## src/rtl/vga_axil_regfile.sv

```systemverilog
// vga_axil_regfile: AXI4-Lite responder for the VGA control register bank.
// Independent write and read state machines. One register index is read-only
// and returns the live status word. The RW registers are exported flattened.

package vga_axil_pkg;
   typedef logic [31:0] axil_addr_t;
   typedef logic [31:0] axil_data_t;
   typedef enum logic [1:0] {
      RESP_OKAY   = 2'b00,
      RESP_EXOKAY = 2'b01,
      RESP_SLVERR = 2'b10,
      RESP_DECERR = 2'b11
   } axil_resp_e;
endpackage

module vga_axil_regfile
   import vga_axil_pkg::*;
#(
   parameter int unsigned REG_NUM    = 8,
   parameter int unsigned STATUS_IDX = REG_NUM - 1,
   parameter logic [31:0] RESET_VAL  = 32'h0000_0000
) (
   input  logic                    clk,
   input  logic                    arst_n,
   input  axil_addr_t              awaddr,
   input  logic                    awvalid,
   output logic                    awready,
   input  axil_data_t              wdata,
   input  logic                    wvalid,
   output logic                    wready,
   output axil_resp_e              bresp,
   output logic                    bvalid,
   input  logic                    bready,
   input  axil_addr_t              araddr,
   input  logic                    arvalid,
   output logic                    arready,
   output axil_data_t              rdata,
   output axil_resp_e              rresp,
   output logic                    rvalid,
   input  logic                    rready,
   input  logic [31:0]             status_i,
   output logic [REG_NUM*32-1:0]   regs_o
);

   localparam int unsigned IDX_W      = $clog2(REG_NUM);
   localparam axil_addr_t  ADDR_LIMIT = axil_addr_t'(REG_NUM * 4);
   localparam logic [IDX_W-1:0] STAT_IDX = IDX_W'(STATUS_IDX);

   typedef enum logic {W_IDLE = 1'b0, W_RESP = 1'b1} wstate_e;
   typedef enum logic {R_IDLE = 1'b0, R_RESP = 1'b1} rstate_e;

   // Word-aligned and inside the register window.
   function automatic logic addr_valid(input axil_addr_t a);
      return (a[1:0] == 2'b00) && (a < ADDR_LIMIT);
   endfunction

   function automatic logic [IDX_W-1:0] addr_idx(input axil_addr_t a);
      return a[2 +: IDX_W];
   endfunction

   logic [31:0]      regs_q [REG_NUM];
   wstate_e          wstate_q;
   rstate_e          rstate_q;
   logic             bvalid_q;
   axil_resp_e       bresp_q;
   logic             arready_q;
   logic             rvalid_q;
   axil_resp_e       rresp_q;
   axil_data_t       rdata_q;

   logic             aw_hs_s;
   logic             wr_ok_s;
   logic             ar_hs_s;
   logic             rd_ok_s;
   logic [IDX_W-1:0] rd_idx_s;
   axil_data_t       rd_data_s;

   // Write handshake: address and data must arrive together, only when idle.
   always_comb begin
      aw_hs_s = 1'b0;
      wr_ok_s = addr_valid(awaddr) && (addr_idx(awaddr) != STAT_IDX);
      if (wstate_q == W_IDLE) begin
         aw_hs_s = awvalid && wvalid;
      end else begin
         aw_hs_s = 1'b0;
      end
   end

   // Read decode: status word at its index, zero for illegal addresses.
   always_comb begin
      rd_idx_s  = addr_idx(araddr);
      rd_ok_s   = addr_valid(araddr);
      ar_hs_s   = arvalid && arready_q;
      rd_data_s = 32'h0000_0000;
      if (!rd_ok_s) begin
         rd_data_s = 32'h0000_0000;
      end else if (rd_idx_s == STAT_IDX) begin
         rd_data_s = status_i;
      end else begin
         rd_data_s = regs_q[rd_idx_s];
      end
   end

   // Write response FSM: latch response on handshake, hold until accepted.
   always_ff @(posedge clk or negedge arst_n) begin
      if (!arst_n) begin
         wstate_q <= W_IDLE;
         bvalid_q <= 1'b0;
         bresp_q  <= RESP_OKAY;
      end else begin
         case (wstate_q)
            W_IDLE: begin
               if (aw_hs_s) begin
                  bvalid_q <= 1'b1;
                  wstate_q <= W_RESP;
                  if (wr_ok_s) begin
                     bresp_q <= RESP_OKAY;
                  end else begin
                     bresp_q <= RESP_SLVERR;
                  end
               end
            end
            W_RESP: begin
               if (bready) begin
                  bvalid_q <= 1'b0;
                  wstate_q <= W_IDLE;
               end
            end
            default: begin
               bvalid_q <= 1'b0;
               wstate_q <= W_IDLE;
            end
         endcase
      end
   end

   // Register bank: accepted writes to RW indices land on the handshake edge.
   always_ff @(posedge clk or negedge arst_n) begin
      if (!arst_n) begin
         for (int k = 0; k < REG_NUM; k++) begin
            regs_q[k] <= RESET_VAL;
         end
      end else if (aw_hs_s && wr_ok_s) begin
         regs_q[addr_idx(awaddr)] <= wdata;
      end
   end

   // Read FSM: arready re-arms in idle, response held until accepted.
   always_ff @(posedge clk or negedge arst_n) begin
      if (!arst_n) begin
         rstate_q  <= R_IDLE;
         arready_q <= 1'b0;
         rvalid_q  <= 1'b0;
         rresp_q   <= RESP_OKAY;
         rdata_q   <= 32'h0000_0000;
      end else begin
         case (rstate_q)
            R_IDLE: begin
               if (ar_hs_s) begin
                  rdata_q   <= rd_data_s;
                  rvalid_q  <= 1'b1;
                  arready_q <= 1'b0;
                  rstate_q  <= R_RESP;
                  if (rd_ok_s) begin
                     rresp_q <= RESP_OKAY;
                  end else begin
                     rresp_q <= RESP_SLVERR;
                  end
               end else begin
                  arready_q <= 1'b1;
               end
            end
            R_RESP: begin
               if (rready) begin
                  rvalid_q  <= 1'b0;
                  arready_q <= 1'b1;
                  rstate_q  <= R_IDLE;
               end
            end
            default: begin
               rvalid_q  <= 1'b0;
               arready_q <= 1'b0;
               rstate_q  <= R_IDLE;
            end
         endcase
      end
   end

   for (genvar g = 0; g < REG_NUM; g++) begin : g_regs_out
      assign regs_o[32*g +: 32] = regs_q[g];
   end

   assign awready = aw_hs_s;
   assign wready  = aw_hs_s;
   assign bvalid  = bvalid_q;
   assign bresp   = bresp_q;
   assign arready = arready_q;
   assign rvalid  = rvalid_q;
   assign rresp   = rresp_q;
   assign rdata   = rdata_q;

endmodule

```

## config.mk

```make
export PLATFORM = sky130hd
export DESIGN_NAME = vga_axil_regfile
export DESIGN_NICKNAME = d
export VERILOG_FILES = /design/src/rtl/vga_axil_regfile.sv
export SDC_FILE = /design/constraint.sdc
export NUM_CORES = 1
export LEC_CHECK = 0
export CAP_MARGIN = 30
export CORE_MARGIN = 4
export CORE_UTILIZATION = 42
export CTS_CLUSTER_DIAMETER = 80
export DETAILED_ROUTE_END_ITERATION = 16
export PLACE_DENSITY = 0.77
export SLEW_MARGIN = 0
export SYNTH_ARGS = -nofsm -noshare
export SYNTH_HDL_FRONTEND = slang
export SYNTH_SLANG_ARGS = --single-unit
export TNS_END_PERCENT = 1
```

## constraint.sdc

```tcl
create_clock -name clk -period 1.8 [get_ports clk]
set_input_delay 0.18 -clock clk [delete_from_list [all_inputs] [get_ports clk]]
set_output_delay 0.18 -clock clk [all_outputs]
set_load 0.02 [all_outputs]
```

; After elaboration in Yosys (flattened, before gate mapping)
; Cells that the tools add are included.
[totals]
register_bits = 297
wordCells = 70
out_inout_bits = 297
in_bits = 135
[classes]
mux = 26
bitwise_logic = 4
order_cmp = 5
n_reduce_logical = 13
n_eq_ne = 6
[ops]
columns = op, n
row1 = 256-bit bitwise mux, 1
row2 = 32-bit 2-to-1 mux, 5
row3 = 32-bit binary-select mux with 3-bit select, 1
row4 = 32-bit demux with 3-bit select, 1
row5 = "32-bit by 6-bit < comparator with 1-bit output, second input constant", 2
row6 = 1-bit 2-to-1 mux, 11
row7 = 1-bit case mux with 2 select lines, 5
row8 = "4-bit greater-or-equal comparator, second input constant", 2
row9 = "2-bit != test, second input constant", 4
row10 = 3-bit inverter with 4-bit output, 2
row11 = 2-bit AND reduction, 4
row12 = 1-bit logical AND, 7
row13 = 2-bit logical NOT, 2
row14 = "4-bit by 1-bit < comparator with 1-bit output, second input constant", 1
row15 = 2-bit 2-to-1 mux, 2
row16 = "3-bit == test, second input constant", 1
row17 = "3-bit != test, second input constant", 1
row18 = 1-bit inverter, 2

; Logic depth before layout (Yosys ltp)
; Gate-level depths: netlist of run 1.
[depth]
ltp_word = 6
mapped_depth = 6
ltp_nobuf = 4

; Worst setup path before layout of run 1
; No wires, ideal clock.
[synth_timing]
kind = register -> register
start = register wstate_q
end = register regs_q (netlist bit regs_o[129])
synth_period_minus_slack_ns = 2.077
path_slack_ns = -0.277
path_stages_with_launch = 7
path_buffers = 2
required_ns = 1.675
arrival_time_ns = 1.952
setup_ns = 0.125
path_cell_list = dfrtp_1 > and3b_1 > clkbuf_2 > nand2_8 > nor4_4 > buf_8 > mux2_4
[synth_via]
elab_chain_len = 2
[synth_rtl]
columns = element, line
row1 = start: declaration, 62  ; wstate_e wstate_q;
row2 = start signal: assignment, 107  ; wstate_q <= W_IDLE;
row3 = start signal: assignment, 115  ; wstate_q <= W_RESP;
row4 = start signal: assignment, 126  ; wstate_q <= W_IDLE;
row5 = 1-bit 2-to-1 mux, 82  ; if (wstate_q == W_IDLE) begin
row6 = net awready, 27  ; output logic awready,
row7 = 1-bit logical AND, 143  ; end else if (aw_hs_s && wr_ok_s) begin
row8 = end signal: indexed assignment, 144  ; regs_q[addr_idx(awaddr)] <= wdata;
row9 = end: declaration, 61  ; logic [31:0] regs_q [REG_NUM];
; The timed path passes the listed nets, and every way through them passes these cells.
; A chain may end at the register's enable or synchronous reset.

; Worst setup path in the final report of run 1
[layout_timing]
start = register wstate_q
end = register regs_q (netlist bit regs_o[145])
[layout_via]
elab_chain_len = 2
[layout_rtl]
columns = element, line
row1 = 1-bit 2-to-1 mux, 82
row2 = 1-bit logical AND, 143
; Every way passes these cells.

==> flow_summary_export.csv, run 1 <==
group,metric,value,unit
yosys,ys.flop_type,"dfrtp_1",
setup_path,critPathTopFamily,"simple AND/OR/NAND/NOR gates",
global_route,globalRouteOverflowTotal,0,
setup_path,startpoint_type,"register",
sta,slew_violations,0,
clock_tree,htreeDepth,2,
yosys,synth_cell_types,32,
sta,setup_violations,93,
flow_run,cap_violations,0,
power,p_comb_frac,0.080,
placement,place_congestion,0.817,
global_route,antenna_found_initial,0,
yosys,synth_edf_count,0,
detailed_routing,vias,9196,
power,seq_power_share,0.453,
clock_tree,worst_skew_pair.late_latency,500,ps
detailed_routing,detail_route.iter0.violations,404,
finish,num-nets-final,1401,
finish,drive_gt1_frac,0.309,
setup_path,critPathRequiredTime,2180,ps
finish,finalInstanceArea,20100,um^2
power,switching_share,0.231,
sta,fin_ws,-118,ps
sta,rsz0062_at_grt,"true",
finish,final_common_cell,"clkdlybuf4s50_1",
detailed_routing,wl_met3,3.23,mm
setup_path,cp_slowest_cell,"dfrtp_1",
placement,place.detailed.hpwl,30.1,mm
power,netSwitchingPower,3.42,mW
floorplanning,core_area,30900,um^2
setup_path,end_kind,"register",
finish,syn2layout_area_growth,51.3,%
finish,final_cell_mix,"clkdlybuf4s50_1 (396), dfrtp_1 (295), mux2_4 (184), mux4_2 (64), clkbuf_16 (39)",
clock_tree,cts.sink_count,295,
clock_tree,clk_pin_slew,60,ps
hold_path,hp-class,"input pin to async pin",
detailed_routing,vias_per_cell,5.45,
setup_path,crit_arrival,2300,ps
yosys,ys_seq_area_frac,0.555,
global_route,grt_pass1_vias,9985,
power,power.share.clock,0.467,
detailed_routing,wl_per_cell,25.5,um
power,p_total,14.8,mW
power,p_per_area,734,nW/um^2
sta,final_hold_viol_count,0,
floorplanning,die_h,186,um
placement,port_buffers,429,
floorplanning,design.die.area,34600,um^2
detailed_routing,top_layer_used,"met4",
floorplanning,fp.dieW,186,um
setup_path,path_max_fanout,10,
yosys,synth-async-reset-ratio,1.00,
clock_tree,cts_tree,"done",
floorplanning,rows,64,
run_status,violations,"negative setup slack",
sta,finalCritPeriodShare,1.07,
placement,postPlaceCellArea,18400,um^2
run_status,status,"complete, but fails checks",
setup_path,path_class,"register to register",
yosys,yosysWarnings,0,
detailed_routing,wirelength_met1,17.3,mm
global_route,grt_pass1_wl,63.2,mm
clock_tree,ctsLongestPathBuffers,3,
global_route,grt.total_usage,0.241,
floorplanning,io_pins,432,
yosys,syn_area_per_cell,16.3,um^2
sta,clock_skew,9.81,ps
floorplanning,initial_utilization,0.431,
sta,period_minus_slack,1920,ps
yosys,ys_ff_latch,295,
setup_path,path_cells,"and3b_2, nand2_8, buf_12, nor4_4, buf_12, buf_12, mux2_4",
finish,diodes,0,
yosys,synth_area,13300,um^2
detailed_routing,antenna_left,0,
detailed_routing,routed_wl,43.1,mm
yosys,syn_inst,818,
clock_tree,cts_root_buffer,"clkbuf_16",
setup_path,slowest_delay,370,ps
setup_path,crit_buf_inv,3,
sta,holdWs,190,ps
power,power.internal,11.4,mW
clock_tree,numCtsBuffers,34,
power,p_leak,9.21,nW
detailed_routing,drc,0,
power,ir_drop,0.455,mV
global_route,grt_max_degree,68,
detailed_routing,firstDrtPassIters,6,
setup_path,crit_top_cell,"buf_12",
detailed_routing,wl_met2,21.2,mm
sta,fmax,521,MHz
-- Yosys cell counts, types with 3 or more instances --
cell	n	area [um^2]
mux2i_1	32	320
buf_4	15	113
nor2_1	6	22.5
dfrtp_1	295	7380
mux2_4	90	1350
nand3_1	3	15.0
nand3b_1	3	22.5
nor3_1	3	15.0
nor4_1	6	37.5
nand2_1	38	143
buf_8	9	135
mux2_2	46	518
mux2_1	88	991
mux4_2	64	1440
buf_2	6	30.0
clkbuf_1	48	180
o21ai_0	33	165
nor4_4	11	234
-- layout make-up --
class | count | area [um^2]
clock inverter | 14 | 105
clock buffer | 48 | 1030
timing repair buffer | 492 | 5270
tap | 396 | 495
fill | 2185 | 10800
inverter | 2 | 7.51
multi-input combinational | 441 | 5840
sequential | 295 | 7380
-- per-stage QoR --
stage	instances	worst slack, ps	utilization	setup TNS [ps]
2_1_floorplan	819	-158	-	-27100
3_3_place_gp	1617	-677	0.595	-143000
3_5_place_dp	1617	-707	0.595	-154160
4_1_cts	1686	-131	0.642	-18570
5_1_grt	1688	-202	0.651	-20500
6_report	1688	-118	0.651	-7480
-- worst paths after layout --
check | slack [ps] | start | cells after the start | to
setup reg to reg | -120 | wstate_q | 7 | regs_o[145]
max in group asynchronous | 840 | arst_n | 3 | regs_o[122]
hold reg to reg | 370 | regs_o[252] | 0 | regs_o[252]
hold / removal | 190 | arst_n | 2 | regs_o[249]
min in group clk | 260 | awaddr[20] | 6 | bresp[1]
setup / recovery | -120 | wstate_q | 7 | regs_o[145]
-- power groups by stage --
stage	sequential, mW	combinational (mW)	clock, mW
after floorplan	6.84	0.331	0
after global placement	6.81	1.16	0
after detailed placement	6.81	1.19	0
after CTS	6.69	1.20	7.00
after global routing	6.69	1.26	7.30
final	6.69	1.18	6.89
-- state kept, by name, summed over array words and instances, names as in the netlist --
name	cells
rvalid	1
bresp	1
regs_o	256
arready	1
rresp	1
rdata	32
wstate_q	1
rstate_q	1
bvalid	1
-- cell families after synthesis --
group	synth area share
mux	0.347
flops	0.555
buf+inv	0.0359
simple gates	0.0474
compound gates	0.0145
other cells	0.000282
-- routing by layer --
layer  vias up  GRT usage
met5         -          0
li1       3896          -
met3        90     0.0580
met1      4790      0.305
met4         0     0.0769
met2       420      0.409
-- what timing repair did --
action	4_1_cts	5_1_grt
pin swaps	7	12
hold endpoints to repair	50	0
endpoints found under the setup margin	228	229
cloned	1	2
gates resized for setup	76	67
setup buffers	5	0
hold buffers	1	0
No activity file was read; power rests on OpenSTA's default activity.
==> inputs of run 2 (changes only) <==
--- a/config.mk
+++ b/config.mk
@@ -11,7 +11,6 @@
 export CTS_CLUSTER_DIAMETER = 80
 export DETAILED_ROUTE_END_ITERATION = 16
 export PLACE_DENSITY = 0.77
-export SLEW_MARGIN = 0
 export SYNTH_ARGS = -nofsm -noshare
 export SYNTH_HDL_FRONTEND = slang
 export SYNTH_SLANG_ARGS = --single-unit
==> results of run 2 <==
Final layout, timing and power as in run 1 (identical DEF).
==> inputs of run 3 (changes only) <==
--- a/config.mk
+++ b/config.mk
@@ -11,6 +11,7 @@
 export CTS_CLUSTER_DIAMETER = 80
 export DETAILED_ROUTE_END_ITERATION = 16
 export PLACE_DENSITY = 0.77
+export REMOVE_ABC_BUFFERS = 1
 export SYNTH_ARGS = -nofsm -noshare
 export SYNTH_HDL_FRONTEND = slang
 export SYNTH_SLANG_ARGS = --single-unit
==> constraint.sdc (replaced) <==
create_clock -name clk -period 1.65 [get_ports clk]
set_input_delay 0.165 -clock clk [delete_from_list [all_inputs] [get_ports clk]]
set_output_delay 0.165 -clock clk [all_outputs]
set_load 0.02 [all_outputs]
==> run 3 against run 2 <==
  * The flow still finishes with violations (negative setup slack)
  * Flip-flop and latch count stayed put
  * Non-clock buffer count is 19 higher
  * Total power is 8.1% higher
  * Sequential share of layout area is 0.41 points higher
  * Die area stayed put
  * Wire length is 2.0% lower
  * First-iteration DRC count is 27% higher
  * Clock skew is 8.6 ps higher
  * Combinational power is 14% higher
  * Worst hold slack better by 51 ps
  * Clock power is 6.4% higher
==> flow_summary_export.csv, run 3 (synthesized netlist as in run 1, its figures left out) <==
group,metric,value,unit
setup_path,critPathTopFamily,"simple AND/OR/NAND/NOR gates",
setup_path,path_class,"register to register",
setup_path,startpoint_type,"register",
detailed_routing,drc,0,
finish,ff_latch_area,7380,um^2
setup_path,end_kind,"register",
detailed_routing,vias,9257,
finish,drive_gt1_frac,0.319,
floorplanning,die_h,186,um
clock_tree,cts_tree,"done",
floorplanning,design.die.area,34600,um^2
finish,final_cell_mix,"dfrtp_1 (295), dlygate4sd2_1 (262), mux2_4 (160), clkdlybuf4s50_1 (124), mux4_2 (64)",
finish,finalInstanceArea,19900,um^2
setup_path,path_cells,"and3b_2, nand2_8, buf_4, nor4_4, buf_6, buf_12, mux2_2",
finish,fin_cells,1705,
setup_path,r2r-end,"regs_o[4]",
setup_path,crit_buf_inv,3,
setup_path,cp_num_cells,7,
setup_path,cp_slowest_cell,"dfrtp_1",
sta,fmax,499,MHz
global_route,antenna_found_initial,0,
clock_tree,ctsLongestPathBuffers,3,
setup_path,slowest_delay,410,ps
detailed_routing,wl_met2,21.2,mm
sta,fin_ws,-355,ps
setup_path,rr_startpoint,"wstate_q",
floorplanning,rows,64,
sta,clock_skew,18.4,ps
finish,largest_reg_flops,256,
detailed_routing,routed_wl,42.2,mm
setup_path,endpoint,"regs_o[4]",
hold_path,hp-class,"input pin to async pin",
finish,final_common_cell,"dfrtp_1",
placement,port_buffers,429,
setup_path,path_max_fanout,10,
detailed_routing,wirelength_met1,16.7,mm
detailed_routing,vias_per_cell,5.43,
global_route,grt_pass1_vias,10000,
sta,final_hold_viol_count,0,
global_route,grt.total_usage,0.236,
finish,num-nets-final,1420,
finish,diodes,0,
finish,nFillCells,2302,
detailed_routing,wl_met3,3.46,mm
clock_tree,cts_root_buffer,"clkbuf_16",
clock_tree,worst_skew_pair.late_latency,510,ps
placement,place.detailed.hpwl,29.6,mm
setup_path,critPathRequiredTime,2020,ps
power,p_per_area,802,nW/um^2
sta,tightest_slew,563,ps
setup_path,reg2reg_slack,-360,ps
sta,slew_violations,0,
finish,syn2layout_area_growth,49.6,%
placement,postPlaceCellArea,18600,um^2
floorplanning,io_pins,432,
placement,placed_cells_incl_taps,1632,
detailed_routing,antenna_left,0,
clock_tree,clk_pin_slew,60,ps
sta,slew_headroom,0.624,
floorplanning,core_area,30900,um^2
setup_path,rr_worst_depth,7,
run_status,status,"complete, but fails checks",
sta,setup_violations,226,
placement,place_congestion,0.823,
setup_path,crit_arrival,2380,ps
floorplanning,fp.dieW,186,um
clock_tree,cts.sink_count,295,
sta,rsz0062_at_grt,"true",
setup_path,startpoint,"wstate_q",
detailed_routing,firstDrtPassIters,4,
sta,period_minus_slack,2010,ps
floorplanning,initial_utilization,0.431,
finish,multiInputGateArea,5740,um^2
global_route,grt_max_degree,62,
detailed_routing,wl_per_cell,24.8,um
clock_tree,htreeDepth,2,
power,ir_drop,0.792,mV
global_route,grt_pass1_wl,61.9,mm
detailed_routing,top_layer_used,"met4",
flow_run,cap_violations,0,
sta,finalCritPeriodShare,1.22,
clock_tree,numCtsBuffers,34,
global_route,globalRouteOverflowTotal,0,
detailed_routing,detail_route.iter0.violations,515,
power,p_leak,10.9,nW
run_status,violations,"negative setup slack",
-- run 3: cell count changes in the layout (fill, tap and decap cells not counted), sizes merged --
cell	before	now
dlymetal6s2s	21	37
dlygate4sd2	6	262
inv	2	4
buf	66	87
clkinv	12	8
clkbuf	50	48
clkdlybuf4s50	396	124
-- run 3: final cells by class --
type | count | area share
multi-input cells | 441 | 0.289
clock inverters | 12 | 0.00490
well taps | 396 | 0.0249
clock buffers | 48 | 0.0500
inverters | 2 | 0.000377
flip-flops and latches | 295 | 0.371
repair buffers | 511 | 0.261
-- run 3: power by group --
| part | internal [mW] | switching (mW) |
|---|---|---|
| clock network | 4.37 | 2.96 |
| logic | 0.655 | 0.692 |
| registers | 7.27 | 0.0195 |
| total | 12.3 | 3.67 |
-- run 3: worst min-delay path by stage --
stage / startpoint / depth (start not counted) / slack [ps] / to
2_1_floorplan: arst_n / 0 / -130 / arready
3_3_place_gp: arst_n / 1 / 170 / rdata[24]
3_5_place_dp: arst_n / 1 / 180 / rdata[16]
4_1_cts: arst_n / 2 / 230 / rdata[24]
5_1_grt: arst_n / 2 / 280 / rdata[24]
6_report: arst_n / 2 / 240 / rdata[24]
-- run 3: through the flow --
step | worst slack, ps | power [mW] | setup TNS, ps | utilization | hold WS (ps)
finish | -355 | 16.0 | -61290 | 0.644 | 241
global placement | -908 | 8.76 | -197140 | 0.601 | 173
global route | -418 | 16.6 | -76320 | 0.644 | 277
detailed placement | -904 | 8.78 | -201370 | 0.601 | 177
floorplan | -1820 | 7.72 | -327350 | - | -131
CTS | -371 | 16.1 | -68150 | 0.636 | 230
-- run 3: repair_timing --
| action | CTS | global route |
|---|---|---|
| endpoints found under the hold margin | 47 | 0 |
| pin swaps | 10 | 0 |
| hold buffers | 1 | 0 |
| gates cloned | 4 | 0 |
| gates resized for setup | 313 | 93 |
| buffers inserted | 9 | 0 |
| endpoints found under the setup margin | 512 | 272 |
-- run 3: layer usage --
layer  vias to the layer above  global-route usage
met5                         -                   0
met4                         0              0.0597
met3                        66              0.0608
met2                       406               0.400
met1                      4838               0.304
li1                       3947                   -
-- run 3: worst reg2reg max path, stage by stage (launching register included) --
cell and delay, ps:
dfrtp_1 410, and3b_2 320, nand2_8 110, buf_4 170
nor4_4 170, buf_6 190, buf_12 160, mux2_2 350
==> edit: new RTL, flow settings as in run 3 <==
Reset style: synchronous (`arst_n`), changed in 3 clocked blocks.
--- a/src/rtl/vga_axil_regfile.sv
+++ b/src/rtl/vga_axil_regfile.sv
@@ -103,5 +103,5 @@
 
    // Write response FSM: latch response on handshake, hold until accepted.
-   always_ff @(posedge clk or negedge arst_n) begin
+   always_ff @(posedge clk) begin
       if (!arst_n) begin
          wstate_q <= W_IDLE;
@@ -136,5 +136,5 @@
 
    // Register bank: accepted writes to RW indices land on the handshake edge.
-   always_ff @(posedge clk or negedge arst_n) begin
+   always_ff @(posedge clk) begin
       if (!arst_n) begin
          for (int k = 0; k < REG_NUM; k++) begin
@@ -147,5 +147,5 @@
 
    // Read FSM: arready re-arms in idle, response held until accepted.
-   always_ff @(posedge clk or negedge arst_n) begin
+   always_ff @(posedge clk) begin
       if (!arst_n) begin
          rstate_q  <= R_IDLE;
Behaviour: differs if arst_n is asserted again (counterexample within 4 cycles, from zero or initial values and one cycle with arst_n low); with arst_n held inactive, the same outputs for 4 cycles.
==> edit against run 3 <==
The run still ends with negative setup slack left; total power increased by 14%; hold slack got worse by 0.061 ns; first-iteration DRC count grew 60%; fmax fell by 6.7%; synthesized cell count increased by 0.37%; wire length up 3.0%; synthesized area is 3.7% lower; worst setup slack worse by 0.14 ns; sequential cell count did not move; design area is 2.1% lower; global-route usage increased by 1.5 points; sequential share of layout area rose by 6.4 points; largest cell class unchanged.
==> edit: results (changes against run 3) <==
stage,metric,value,unit,change
pwr,Seq. pwr,8.43,mW,was 7.29 mW
pwr,Switching Share,22.7,%,was 23.0%
routing,Initial DRC Count,825,,was 515
synthesis,Compound-Gate Fraction of Synth Area,2.10,%,was 1.45%
sta,Clock Skew,0.0149,ns,was 0.0184 ns
routing,vias per cell,5.55,,was 5.43
pwr,clock power share,42.5,%,was 45.9%
global_route,global-route wire length before repair,63.4,mm,was 61.9 mm
synthesis,post-synthesis sequential area ratio,66.1,%,was 55.5%
critical_path,CP max stage cell,or4_4,,was dfrtp_1
critical_path,crit path max fanout,6,,was 10
global_route,GRT met3 Usage,4.35,%,was 6.08%
final_layout,layout cells sized above 1,16.9,%,was 31.9%
place,Placed Area,18200,um2,was 18600 um2
synthesis,Syn Area/Cell,15.6,um2,was 16.3 um2
final_layout,FILL cells,2227,,was 2302
global_route,largest net degree at the start of global routing,53,,was 62
run_status,status,"finished, violations left",,unchanged
run_status,violated checks,negative setup slack,,unchanged
pwr,leakage,9.32,nW,was 10.9 nW
synthesis,"top cells by area, synth","edfxtp_1 60%, mux4_2 11%, and3_1 11%, dfxtp_1 6.1%, mux2i_1 2.5%",,"was dfrtp_1 55%, mux4_2 11%, mux2_4 10%, mux2_1 7.4%, mux2_2 3.9%"
place,Final GP Congestion,0.872,,was 0.823
sta,# setup viols final,440,,was 226
synthesis,Netlist cell types,35,,was 32
synthesis,"EDFF count, synth",256,,was 0
critical_path,critical path's largest stage delay,0.43,ns,was 0.41 ns
critical_path,Worst R2R End,regs_q[2][19]$_SDFFCE_PN0P_,,was regs_o[4]$_DFFE_PN0P_
sta,Final WS setup,-0.500,ns,was -0.355 ns
[edit: through the flow]
step / utilization, % / setup TNS [ns]
after floorplan: - / -1425.60
after global placement: 60.9 / -371.72
after detailed placement: 60.9 / -376.54
after CTS: 64.3 / -134.56
after global routing: 65.2 / -137.44
final: 65.2 / -108.36
[edit: layout make-up]
class                   count  area, um2  area share (%)
flip-flops and latches    295       8470            43.5
repair buffers            510       5240            26.9
multi-input cells         481       4140            21.3
clock buffers              43        926            4.75
well taps                 390        488            2.50
clock inverters            16        208            1.07
inverters                   3       11.3          0.0578
diodes                      1       2.50          0.0128
[edit: layer usage]
metal  up-vias  share of wire [%]
li1       4213                  -
met1      4809                 38
met2       535                 51
met3        92                7.9
met4         2                3.4
met5         -              0.016
[edit: repair_timing]
item,CTS,global route
hold buffers,0,0
resized for setup,252,61
cloned,2,3
buffers inserted,6,4
pin swaps,6,12
setup endpoints to repair,663,507
